## src/rtl/cpu_exec_ctrl.sv

```systemverilog
// Execution controller: gates the CPU core clock-enable for free run, single step
// and halt (HALT instruction or PC breakpoint), with a debounced step input.
module cpu_exec_ctrl #(
  parameter int SYNC_STAGES     = 2,
  parameter int DEBOUNCE_CYCLES = 4,
  parameter int PC_W            = 16,
  parameter int CNT_W           = 32
) (
  input  logic             clk,
  input  logic             rst,
  input  logic             mode_run,
  input  logic             step,
  input  logic             resume,
  input  logic             bp_en,
  input  logic [PC_W-1:0]  bp_addr,
  input  logic [PC_W-1:0]  pc,
  input  logic             instr_done,
  input  logic             halt_instr,
  output logic             cpu_en,
  output logic [1:0]       state,
  output logic             halted,
  output logic             bp_hit,
  output logic [CNT_W-1:0] instr_count
);

  typedef enum logic [1:0] {
    IDLE = 2'd0,
    RUN  = 2'd1,
    STEP = 2'd2,
    HALT = 2'd3
  } state_t;

  localparam int DB_W = $clog2(DEBOUNCE_CYCLES + 1);

  logic [SYNC_STAGES-1:0] sync_r;
  logic [DB_W-1:0]        db_cnt_r;
  logic                   filt_r;
  logic                   filt_q_r;
  logic                   sync_out_s;
  logic                   step_pulse_s;
  state_t                 state_r;
  state_t                 state_nxt_s;
  logic                   inc_s;
  logic                   set_bp_s;
  logic                   clr_bp_s;
  logic [CNT_W-1:0]       count_r;
  logic                   bp_hit_r;

  assign sync_out_s   = sync_r[SYNC_STAGES-1];
  assign step_pulse_s = filt_r & ~filt_q_r;

  // Step synchroniser shift chain
  always_ff @(posedge clk or posedge rst) begin
    if (rst) begin
      sync_r <= {SYNC_STAGES{1'b0}};
    end else begin
      sync_r <= {sync_r[SYNC_STAGES-2:0], step};
    end
  end

  // Debounce: accept a new level only after DEBOUNCE_CYCLES consecutive mismatches
  always_ff @(posedge clk or posedge rst) begin
    if (rst) begin
      db_cnt_r <= {DB_W{1'b0}};
      filt_r   <= 1'b0;
      filt_q_r <= 1'b0;
    end else begin
      filt_q_r <= filt_r;
      if (sync_out_s != filt_r) begin
        if (db_cnt_r == DB_W'(DEBOUNCE_CYCLES - 1)) begin
          filt_r   <= sync_out_s;
          db_cnt_r <= {DB_W{1'b0}};
        end else begin
          db_cnt_r <= db_cnt_r + DB_W'(1);
        end
      end else begin
        db_cnt_r <= {DB_W{1'b0}};
      end
    end
  end

  // FSM state register
  always_ff @(posedge clk or posedge rst) begin
    if (rst) begin
      state_r <= IDLE;
    end else begin
      state_r <= state_nxt_s;
    end
  end

  // FSM next state; on a retire, halt_instr beats breakpoint beats mode change
  always_comb begin
    state_nxt_s = state_r;
    inc_s       = 1'b0;
    set_bp_s    = 1'b0;
    clr_bp_s    = 1'b0;
    case (state_r)
      IDLE: begin
        if (mode_run) begin
          state_nxt_s = RUN;
        end else if (step_pulse_s) begin
          state_nxt_s = STEP;
        end else begin
          state_nxt_s = IDLE;
        end
      end
      RUN: begin
        if (instr_done) begin
          inc_s = 1'b1;
          if (halt_instr) begin
            state_nxt_s = HALT;
          end else if (bp_en && (pc == bp_addr)) begin
            state_nxt_s = HALT;
            set_bp_s    = 1'b1;
          end else if (!mode_run) begin
            state_nxt_s = IDLE;
          end else begin
            state_nxt_s = RUN;
          end
        end else begin
          state_nxt_s = RUN;
        end
      end
      STEP: begin
        if (instr_done) begin
          inc_s = 1'b1;
          if (halt_instr) begin
            state_nxt_s = HALT;
          end else begin
            state_nxt_s = IDLE;
          end
        end else begin
          state_nxt_s = STEP;
        end
      end
      HALT: begin
        if (resume) begin
          state_nxt_s = IDLE;
          clr_bp_s    = 1'b1;
        end else begin
          state_nxt_s = HALT;
        end
      end
      default: begin
        state_nxt_s = IDLE;
      end
    endcase
  end

  // Retired-instruction counter and breakpoint flag
  always_ff @(posedge clk or posedge rst) begin
    if (rst) begin
      count_r  <= {CNT_W{1'b0}};
      bp_hit_r <= 1'b0;
    end else begin
      if (inc_s) begin
        count_r <= count_r + CNT_W'(1);
      end else begin
        count_r <= count_r;
      end
      if (set_bp_s) begin
        bp_hit_r <= 1'b1;
      end else if (clr_bp_s) begin
        bp_hit_r <= 1'b0;
      end else begin
        bp_hit_r <= bp_hit_r;
      end
    end
  end

  assign cpu_en      = (state_r == RUN) || (state_r == STEP);
  assign halted      = (state_r == HALT);
  assign state       = state_r;
  assign bp_hit      = bp_hit_r;
  assign instr_count = count_r;

endmodule

```

## config.mk

```make
export PLATFORM = sky130hd
export DESIGN_NAME = cpu_exec_ctrl
export DESIGN_NICKNAME = d
export VERILOG_FILES = /design/src/rtl/cpu_exec_ctrl.sv
export SDC_FILE = /design/constraint.sdc
export NUM_CORES = 1
export LEC_CHECK = 0
export BUFFER_PORTS_ARGS = -buffer_cell sky130_fd_sc_hd__buf_2
export CAP_MARGIN = 15
export CORE_MARGIN = 10
export CORE_UTILIZATION = 53
export DETAILED_ROUTE_END_ITERATION = 10
export GPL_TIMING_DRIVEN = 1
export HOLD_SLACK_MARGIN = 0.1
export PLACE_DENSITY = 0.81
export SYNTH_ARGS = -nofsm -noshare
export SYNTH_HDL_FRONTEND = slang
export SYNTH_SLANG_ARGS = --single-unit
```

## constraint.sdc

```tcl
create_clock -name clk -period 2.5 [get_ports clk]
set_input_delay 0.5 -clock clk [delete_from_list [all_inputs] [get_ports clk]]
set_output_delay 0.5 -clock clk [all_outputs]
set_load 0.005 [all_outputs]
```

# == Yosys cells after proc, flatten, opt, wreduce, memory -nomap -nowiden ==
# Cells that the tools add are included.
# op_classes
n_mux,22
n_addsub,2
reduce_logical,6
n_bitwise,2
n_eq_ne,6
# ops
cell,n
"32-bit by 1-bit adder with 32-bit output, second input constant",1
16-bit == test,1
2-bit 2-to-1 mux,8
1-bit 2-to-1 mux,11
2-bit one-hot mux with 4 select lines,1
3-bit 2-to-1 mux,2
"2-bit == test, second input constant",2
"3-bit by 1-bit adder with 3-bit output, second input constant",1
"3-bit by 2-bit == test with 1-bit output, second input constant",1
"2-bit by 1-bit == test with 1-bit output, second input constant",1
2-bit zero test,1
2-bit AND reduction,1
2-bit nonzero test,1
2-bit OR reduction,1
1-bit bitwise AND,1
1-bit logical AND,1
1-bit logical OR,1
1-bit inequality test,1
1-bit inverter,1
# totals
output_inout_bits,37
ff_bits,42
elab_cells,45
inputBits,40

# == Depth between registers and ports, before layout ==
# Gate-level depths: netlist of the first run.
# logic_depth
depth_word,7
ltp_mapped,7
ltp_nobuf,7

# == Worst setup path after synthesis of the first run ==
# Ideal clock, no wire load.
# synth_path
path_type,register -> register
from,"reg state_r[0], in the netlist state[0]"
to,"reg count_r[16], in the netlist instr_count[16]"
slack_ps,751
setup_ps,126
stages_incl_launch_ff,8
path_buffers,0
arrival_time_ps,1623
t_required_ps,2374
cell_sequence,dfrtp_1 -> inv_1 -> ha_1 -> nand4_1 -> or2_1 -> nor2_1 -> nand4_1 -> xnor2_1
# synth_via
elab_chain_len,3
word_cells_on_any_way,4
classes_between,2 x eq/ne; 1 x mux; 1 x reduce/logical
# synth_rtl
element,line,source
from (decl),41,state_t state_r;
from (signal assigned),87,state_r <= state_nxt_s;
2-bit by 1-bit == test with 1-bit output / 2-bit == test (equally long branches),97,case (state_r)
2-bit OR reduction (no line) *,n/a,
1-bit 2-to-1 mux *,n/a,
to (signal assigned),153,count_r <= {CNT_W{1'b0}};
to (signal assigned),157,count_r <= count_r + CNT_W'(1);
to (signal assigned),159,count_r <= count_r;
to (decl),46,logic [CNT_W-1:0] count_r;
# Mark *: on every way between the ends. The rest lies on a longest branch, timed or not.
# A chain may end at the register's enable or synchronous reset.

# == Worst setup path in the final report of the first run ==
# layout_path
from,"reg state_r[1], in the netlist state[1]"
to,"reg count_r[9], in the netlist instr_count[9]"
# The elaborated chain is that of the path after synthesis.

==> results_dict.tcl, run 1 <==
set metrics [dict create \
    status "complete, no violations" \
    worstPathMaxFanout 5 \
    total_power_uw 2000 \
    dieArea_um2 6840 \
    clk_pin_slew_ns 0.09 \
    route.detailed.drc 0 \
    fmaxAchievable_mhz 470 \
    multi_input_area_um2 1000 \
    fin_crit_ns 2.13 \
    die_y_um 82.7 \
    antenna_found_initial 0 \
    hold_buffers 0 \
    tightest_slew_ns 0.707 \
    synth_warnings 0 \
    ir_drop_uv 575 \
    synth.top_cell.area_share 0.505 \
    cts_setup_buffers 0 \
    path_class "reg -> reg" \
    rows 22 \
    synthCells 191 \
    postRouteAntennaNets 0 \
    hold_viol_final 0 \
    synth_most_common_cell "dfrtp_1" \
    final_cell_area_um2 2670 \
    finalClockSkew_ns 0.00808 \
    diodes 0 \
    fin_nets 321 \
    slew_headroom 0.525 \
    die_w_um 82.7 \
    clockBufferDepth 2 \
    r2r_setup_slack_ns 0.37 \
    synth-seq-cells 42 \
    pwr_density_cell_nw_per_um2 748 \
    cts_buffers 5 \
    wl_um 4770 \
    required_ns 2.72 \
    synthesis.area_um2 2080 \
    setup_tns_ns 0 \
    ctsRootBufferMaster "clkbuf_8" \
    routedWlPerCell_um 14.7 \
    synth_edf_count 0 \
    grt_overflow 0 \
    synthTopCellsByArea "dfrtp_1, xnor2_1, nand4_1" \
    h-tree-depth 2 \
    gp_congestion 0.765 \
    grt_use_total 0.148 \
    clock_sinks 42 \
    power.leakage_uw 0.00133 \
    clk_latency_ns 0.30 \
    area_growth_syn_to_layout_pct 28.1 \
    synth.largest_area_cell "dfrtp_1" \
    initial_utilization 0.560 \
    placedInstanceArea_um2 2530 \
    rsz0062_at_grt "false" \
    hold_end "sync_r[0]$_DFF_PP0_" \
    grt_max_degree 43 \
    regToRegEndpoint "instr_count[9]$_DFFE_PP0P_" \
    dp.final_hpwl_um 3810 \
    num-fill-cells 257 \
    postCtsResizedCells 0 \
    period_share 0.851 \
    boundaryPins 77 \
    drv_slew 0 \
    synth_cell_types 30 \
    cts_tree "done" \
    synth_commonest_cells "dfrtp_1, xnor2_1, nand2_1" \
    grt_pass1_wl_um 7940 \
    vias 1652 \
    ys_async_sr_fraction 1.00 \
    arrival_ns 2.35 \
    drive_above_1_share 0.344 \
    grt_pass1_vias 1769 \
    yosysSeqAreaShare 0.505 \
    worstSetupStartpointType "register" \
    reg2reg_depth 6 \
    ys.flop_type "dfrtp_1" \
    hp-start "step" \
    syn_avg_cell_area_um2 10.9 \
    cap_viol_max_count 0 \
    setup_violations 0 \
    syn_nets 237 \
    ff_latch_area_um2 1050 \
    portBuffers 76 \
    firstDrtPassIters 4 \
    hold_class "in -> reg" \
    core_um2 3720 \
    whs_path_depth 1 \
    drt-initial-drc-count 43 \
    r2r-start "state[1]$_DFF_PP0_" \
    routed_via_density 5.10 \
    crit_path_end_kind "register" \
]
layout by cell type, fill, tap and decap left out, types with 2 or more instances in the layout:
master	n
buf_2	76
dfrtp_1	42
xnor2_1	41
nand2_1	16
nand4_1	14
nand3_1	11
nor2_1	10
inv_1	8
xor2_1	7
a21oi_1	6
ha_1	6
clkbuf_8	5
nor3_1	4
and3_1	3
nand2b_1	2
o21ai_0	2
and2_1	2
nor2b_1	2
mux2_2	2
bufinv_16	2
through the flow:
step,util,hold WS [ns],worst slack [ns],instances
global route,0.718,0.304,0.288,324
detailed placement,0.681,0.337,0.485,316
CTS,0.718,0.305,0.412,324
global placement,0.681,0.334,0.601,316
floorplan,-,0.331,0.751,191
finish,0.718,0.311,0.372,324
worst max-delay path, cell delays in order, from the launching register on:
cell,delay (ns)
dfrtp_1,0.41
inv_1,0.08
ha_1,0.32
nand4_1,0.19
nor3_1,0.64
and3_1,0.26
xor2_1,0.14
report_power, final:
group	total (uW)	switching, uW	internal, uW
combinational	485	243	241
clock	639	239	400
sequential	872	98.7	773
total	2000	581	1410
worst max path at each step:
stage | start | endpoint | slack [ns] | cells after the start
after floorplan | state[0]$_DFF_PP0_ | instr_count[16]$_DFFE_PP0P_ | 0.75 | 7
after global placement | state[0]$_DFF_PP0_ | instr_count[9]$_DFFE_PP0P_ | 0.60 | 6
after detailed placement | state[1]$_DFF_PP0_ | instr_count[9]$_DFFE_PP0P_ | 0.48 | 6
after CTS | state[1]$_DFF_PP0_ | instr_count[10]$_DFFE_PP0P_ | 0.41 | 7
after global routing | state[1]$_DFF_PP0_ | instr_count[13]$_DFFE_PP0P_ | 0.29 | 6
final | state[1]$_DFF_PP0_ | instr_count[9]$_DFFE_PP0P_ | 0.37 | 6
logic make-up (layout without fill, tap and decap cells):
family | count (synthesis) | count (layout) | share of synthesized area
simple gates | 75 | 75 | 0.206
fa+ha+maj | 6 | 6 | 0.0361
compound gates | 10 | 10 | 0.0258
xor+xnor | 48 | 48 | 0.202
mux | 2 | 2 | 0.0108
buf+inv | 8 | 93 | 0.0144
flops | 42 | 42 | 0.505
routing by layer:
metal | track usage | vias to the layer above | routed length [um]
met5 | 0 | - | 0
met2 | 0.264 | 38 | 2550
met4 | 0.0468 | 0 | 55
met1 | 0.161 | 796 | 1800
li1 | - | 812 | -
met3 | 0.0508 | 6 | 363
flip-flops by register name, indices dropped and copies added, names as in the netlist:
register,cells
instr_count,32
db_cnt_r,3
state,2
sync_r,2
bp_hit,1
filt_q_r,1
filt_r,1
final cells by class:
class,instances,share of cell area
clock buffer,5,0.0258
clock inverter,3,0.0258
inverter,8,0.0113
multi-input combinational,141,0.375
sequential,42,0.394
tap,48,0.0225
timing repair buffer,77,0.145
Note: power is estimated with default switching activity, not from simulation.
==> run 2, diff against run 1 <==
- CORE_UTILIZATION: 53 -> 44
- PLACE_DENSITY: 0.81 -> 0.71
- SKIP_CTS_REPAIR_TIMING: unset -> 1
- clock period: 2.5 -> 1.7 ns (I/O delays scaled with it)
==> results_dict.tcl, run 2 (synthesis gave the netlist of run 1 again) <==
set metrics [dict create \
    dp.final_hpwl_um 4080 \
    diodes 0 \
    setup_slack_ns 0.0365 \
    post-place-ws_ns -0.00470 \
    gp_congestion 0.780 \
    slew_headroom 0.655 \
    largest_reg_flops 32 \
    grt_overflow 0 \
    postRouteAntennaNets 0 \
    wl_um 5110 \
    core_um2 4470 \
    final_common_cell "buf_2" \
    worstPathMaxFanout 4 \
    routed_via_density 4.94 \
    pwr_density_cell_nw_per_um2 1020 \
    path_cells "inv_2 -> ha_4 -> nand4_1 -> or2_4 -> nor2_4 -> buf_4 -> nand2_1 -> xnor2_1" \
    clock_sinks 42 \
    hold_class "in -> reg" \
    clockBufferDepth 2 \
    cts_tree "done" \
    route.detailed.drc 0 \
    clk_latency_ns 0.30 \
    rsz0062_at_grt "true" \
    cts_buffers 5 \
    ir_drop_uv 693 \
    drv_slew 0 \
    grt_pass1_vias 1780 \
    worstSetupStartpointType "register" \
    initial_utilization 0.465 \
    fin_crit_ns 1.66 \
    arrival_ns 1.85 \
    critical-path-max-stage-delay_ns 0.37 \
    portBuffers 76 \
    drt-initial-drc-count 51 \
    status "complete, no violations" \
    power.leakage_uw 0.00146 \
    die_y_um 88.8 \
    required_ns 1.88 \
    path_class "reg -> reg" \
    fin_util 0.638 \
    dp_cells 339 \
    die_w_um 88.8 \
    hold_viol_final 0 \
    critical-path-slowest-cell "dfrtp_1" \
    antenna_found_initial 0 \
    h-tree-depth 2 \
    finalNonFillerCells 350 \
    cap_viol_max_count 0 \
    grt_use_total 0.131 \
    firstDrtPassIters 4 \
    ctsRootBufferMaster "clkbuf_8" \
    fmaxAchievable_mhz 601 \
    final_cell_mix "buf_2, dfrtp_1, xnor2_1, buf_4, nand2_1" \
    rows 24 \
    vias 1729 \
    grt_max_degree 43 \
    whs_ns 0.147 \
    setup_violations 0 \
    routedWlPerCell_um 14.6 \
    period_share 0.979 \
    clk_pin_slew_ns 0.08 \
    fin_nets 343 \
    dieArea_um2 7880 \
    drive_above_1_share 0.409 \
    tightest_slew_ns 0.518 \
    finalClockSkew_ns 0.00707 \
    boundaryPins 77 \
    crit_path_end_kind "register" \
    grt_pass1_wl_um 8120 \
    area_growth_syn_to_layout_pct 37.2 \
]
[run 2: cell types whose count changed in the layout (fill, tap and decap cells not counted), sizes merged]
cell and change:
clkbuf +1, clkinvlp +1, clkinv -1, bufinv -1, buf +22
[run 2: layout make-up]
class                      instances  area, um2
sequential                        42       1050
fill                             372       1620
timing repair buffer              99        553
clock buffer                       6       72.6
multi-input combinational        141       1050
inverter                           8       30.0
tap                               52       65.1
clock inverter                     2       37.5
[run 2: worst max-delay path, delay by kind of cell, from the launching register on]
family        cells  cell delay (ns)
simple gates      4             0.62
fa+ha+maj         1             0.26
xor+xnor          1             0.13
flops             1             0.37
buf+inv           2             0.18
[run 2: per-layer routing]
| metal | track usage | up-vias | share of wire |
|---|---|---|---|
| met5 | 0 | - | 0 |
| met4 | 0.0470 | 0 | 0.013 |
| met3 | 0.0414 | 6 | 0.055 |
| met2 | 0.231 | 38 | 0.53 |
| met1 | 0.144 | 823 | 0.40 |
| li1 | - | 862 | - |
[run 2: path summary, 6_finish.rpt]
kind                       slack [ns]                start  cells after the start                          end
min in group asynchronous        0.16                  rst                      3   instr_count[0]$_DFFE_PP0P_
max                              0.04   state[0]$_DFF_PP0_                      8   instr_count[8]$_DFFE_PP0P_
max reg2reg                      0.04   state[0]$_DFF_PP0_                      8   instr_count[8]$_DFFE_PP0P_
min                              0.15                 step                      1          sync_r[0]$_DFF_PP0_
max in group asynchronous        1.19                  rst                      3  instr_count[29]$_DFFE_PP0P_
min reg2reg                      0.37  sync_r[0]$_DFF_PP0_                      0          sync_r[1]$_DFF_PP0_
[run 2: report_power, final]
part | internal, uW | leakage, uW | switching [uW] | total [uW]
sequential | 1140 | 0.000553 | 120 | 1260
clock | 438 | 0.0000514 | 343 | 781
combinational | 462 | 0.000854 | 421 | 884
total | 2040 | 0.00146 | 884 | 2920
[run 2: through the flow]
step / setup TNS, ns / cell area, um2 / power, uW
2_1_floorplan: -0.0929 / 2080 / 1720
3_3_place_gp: 0 / 2680 / 2080
3_5_place_dp: -0.00867 / 2680 / 2100
4_1_cts: -0.0626 / 2790 / 2880
5_1_grt: -0.470 / 2860 / 3120
6_report: 0 / 2860 / 2920
==> run 3, diff against run 2 <==
- BUFFER_PORTS_ARGS: -buffer_cell sky130_fd_sc_hd__buf_2 -> -buffer_cell sky130_fd_sc_hd__clkbuf_2
==> results_dict.tcl, run 3 (synthesis gave the netlist of run 1 again) <==
set metrics [dict create \
    hold_class "in -> reg" \
    worstSetupStartpointType "register" \
    num-fill-cells 372 \
    setup_violations 0 \
    setup_tns_ns 0 \
    routed_via_density 4.86 \
    path_cells "inv_2 -> ha_4 -> nand4_1 -> or2_4 -> nor2_4 -> nand4_1 -> xnor2_1" \
    tightest_slew_ns 0.361 \
    clk_latency_ns 0.28 \
    crit_top_cell "nand4_1" \
    h-tree-depth 2 \
    largest_reg_flops 32 \
    worstPathMaxFanout 4 \
    swShare 0.312 \
    wl_um 4990 \
    postRouteAntennaNets 0 \
    period_share 0.987 \
    setup_slack_ns 0.0215 \
    core_um2 4470 \
    critical-path-max-stage-delay_ns 0.37 \
    final_common_cell "clkbuf_2" \
    fmaxAchievable_mhz 596 \
    hold_viol_final 0 \
    drv_slew 0 \
    portBuffers 76 \
    arrival_ns 1.85 \
    routedWlPerCell_um 14.3 \
    fin_crit_ns 1.68 \
    dp.final_hpwl_um 4090 \
    firstDrtPassIters 4 \
    finalClockSkew_ns 0.00697 \
    vias 1696 \
    clock_sinks 42 \
    fin_util 0.633 \
    diodes 0 \
    grt_pass1_wl_um 8050 \
    cts_buffers 5 \
    grt_pass1_vias 1763 \
    grt_overflow 0 \
    p_sw_uw 876 \
    clockBufferDepth 2 \
    required_ns 1.87 \
    post-place-ws_ns -0.0119 \
    drive_above_1_share 0.414 \
    clock_power_share 0.229 \
    cap_viol_max_count 0 \
    intPower_uw 1930 \
    antenna_found_initial 0 \
    rows 24 \
    placedInstanceArea_um2 2690 \
    area_growth_syn_to_layout_pct 36.1 \
    ir_drop_uv 879 \
    ctsRootBufferMaster "clkbuf_8" \
    clk_pin_slew_ns 0.07 \
    fin_nets 342 \
    slew_headroom 0.757 \
    drt-initial-drc-count 67 \
    status "complete, no violations" \
    final_cell_area_um2 2830 \
    die_y_um 88.8 \
    power.leakage_uw 0.00141 \
    cts_tree "done" \
    gp_congestion 0.772 \
    rsz0062_at_grt "true" \
    boundaryPins 77 \
    total_power_uw 2810 \
    route.detailed.drc 0 \
    final_cell_mix "clkbuf_2, dfrtp_1, xnor2_1, buf_4, nand2_1" \
    pwr_density_cell_nw_per_um2 991 \
    grt_use_total 0.130 \
    crit_path_end_kind "register" \
    path_class "reg -> reg" \
    power_frac_seq 0.448 \
    initial_utilization 0.465 \
    critical-path-slowest-cell "dfrtp_1" \
    combinationalPowerShare 0.323 \
    grt_max_degree 43 \
    dieArea_um2 7880 \
    die_w_um 88.8 \
]
run 3: cell count changes in the layout (fill, tap and decap cells not counted), sizes merged:
cell	delta
clkinv	+1
buf	-78
clkbuf	+77
bufinv	-1
clkinvlp	-1
dlygate4sd3	+1
run 3: layout make-up:
| cell class | instances | area [um2] | share of cell area |
|---|---|---|---|
| Timing Repair Buffer | 98 | 561 | 0.198 |
| Sequential cell | 42 | 1050 | 0.371 |
| Clock buffer | 7 | 86.3 | 0.0305 |
| Multi-Input combinational cell | 141 | 1040 | 0.366 |
| Clock inverter | 1 | 5.00 | 0.00177 |
| Tap cell | 52 | 65.1 | 0.0230 |
| Inverter | 8 | 30.0 | 0.0106 |
run 3: worst max-delay path: cells and delay by family (launching register included):
| kind | cells | cell delay (ns) |
|---|---|---|
| flip-flops | 1 | 0.37 |
| XOR/XNOR | 1 | 0.14 |
| buffers and inverters | 1 | 0.06 |
| adder cells (fa/ha/maj) | 1 | 0.26 |
| AND/OR/NAND/NOR | 4 | 0.73 |
run 3: through the flow:
| step | cells | hold slack [ns] |
|---|---|---|
| 6_report | 349 | 0.164 |
| 3_3_place_gp | 339 | 0.338 |
| 2_1_floorplan | 191 | 0.331 |
| 3_5_place_dp | 339 | 0.337 |
| 4_1_cts | 347 | 0.0871 |
| 5_1_grt | 349 | 0.147 |
run 3: final timing paths:
check	from	end	slack (ns)	cells after the start
max	state[0]$_DFF_PP0_	instr_count[16]$_DFFE_PP0P_	0.02	7
min	step	sync_r[0]$_DFF_PP0_	0.16	1
max reg2reg	state[0]$_DFF_PP0_	instr_count[16]$_DFFE_PP0P_	0.02	7
min reg2reg	sync_r[0]$_DFF_PP0_	sync_r[1]$_DFF_PP0_	0.35	0
max in group asynchronous	rst	instr_count[27]$_DFFE_PP0P_	0.87	4
min in group asynchronous	rst	instr_count[13]$_DFFE_PP0P_	0.63	4
run 3: power by group through the flow:
stage               sequential (uW)  combinational, uW  clock (uW)
global placement               1260                842           0
finish                         1260                907         642
global route                   1280               1030         710
floorplan                      1280                436           0
detailed placement             1270                872           0
CTS                            1250                878         667
run 3: routing by layer:
layer	global-route usage	vias to the layer above	wire length [um]
met2	0.235	29	2700
met4	0.0308	0	24
li1	-	855	-
met1	0.143	810	1990
met3	0.0414	2	272
met5	0	-	0
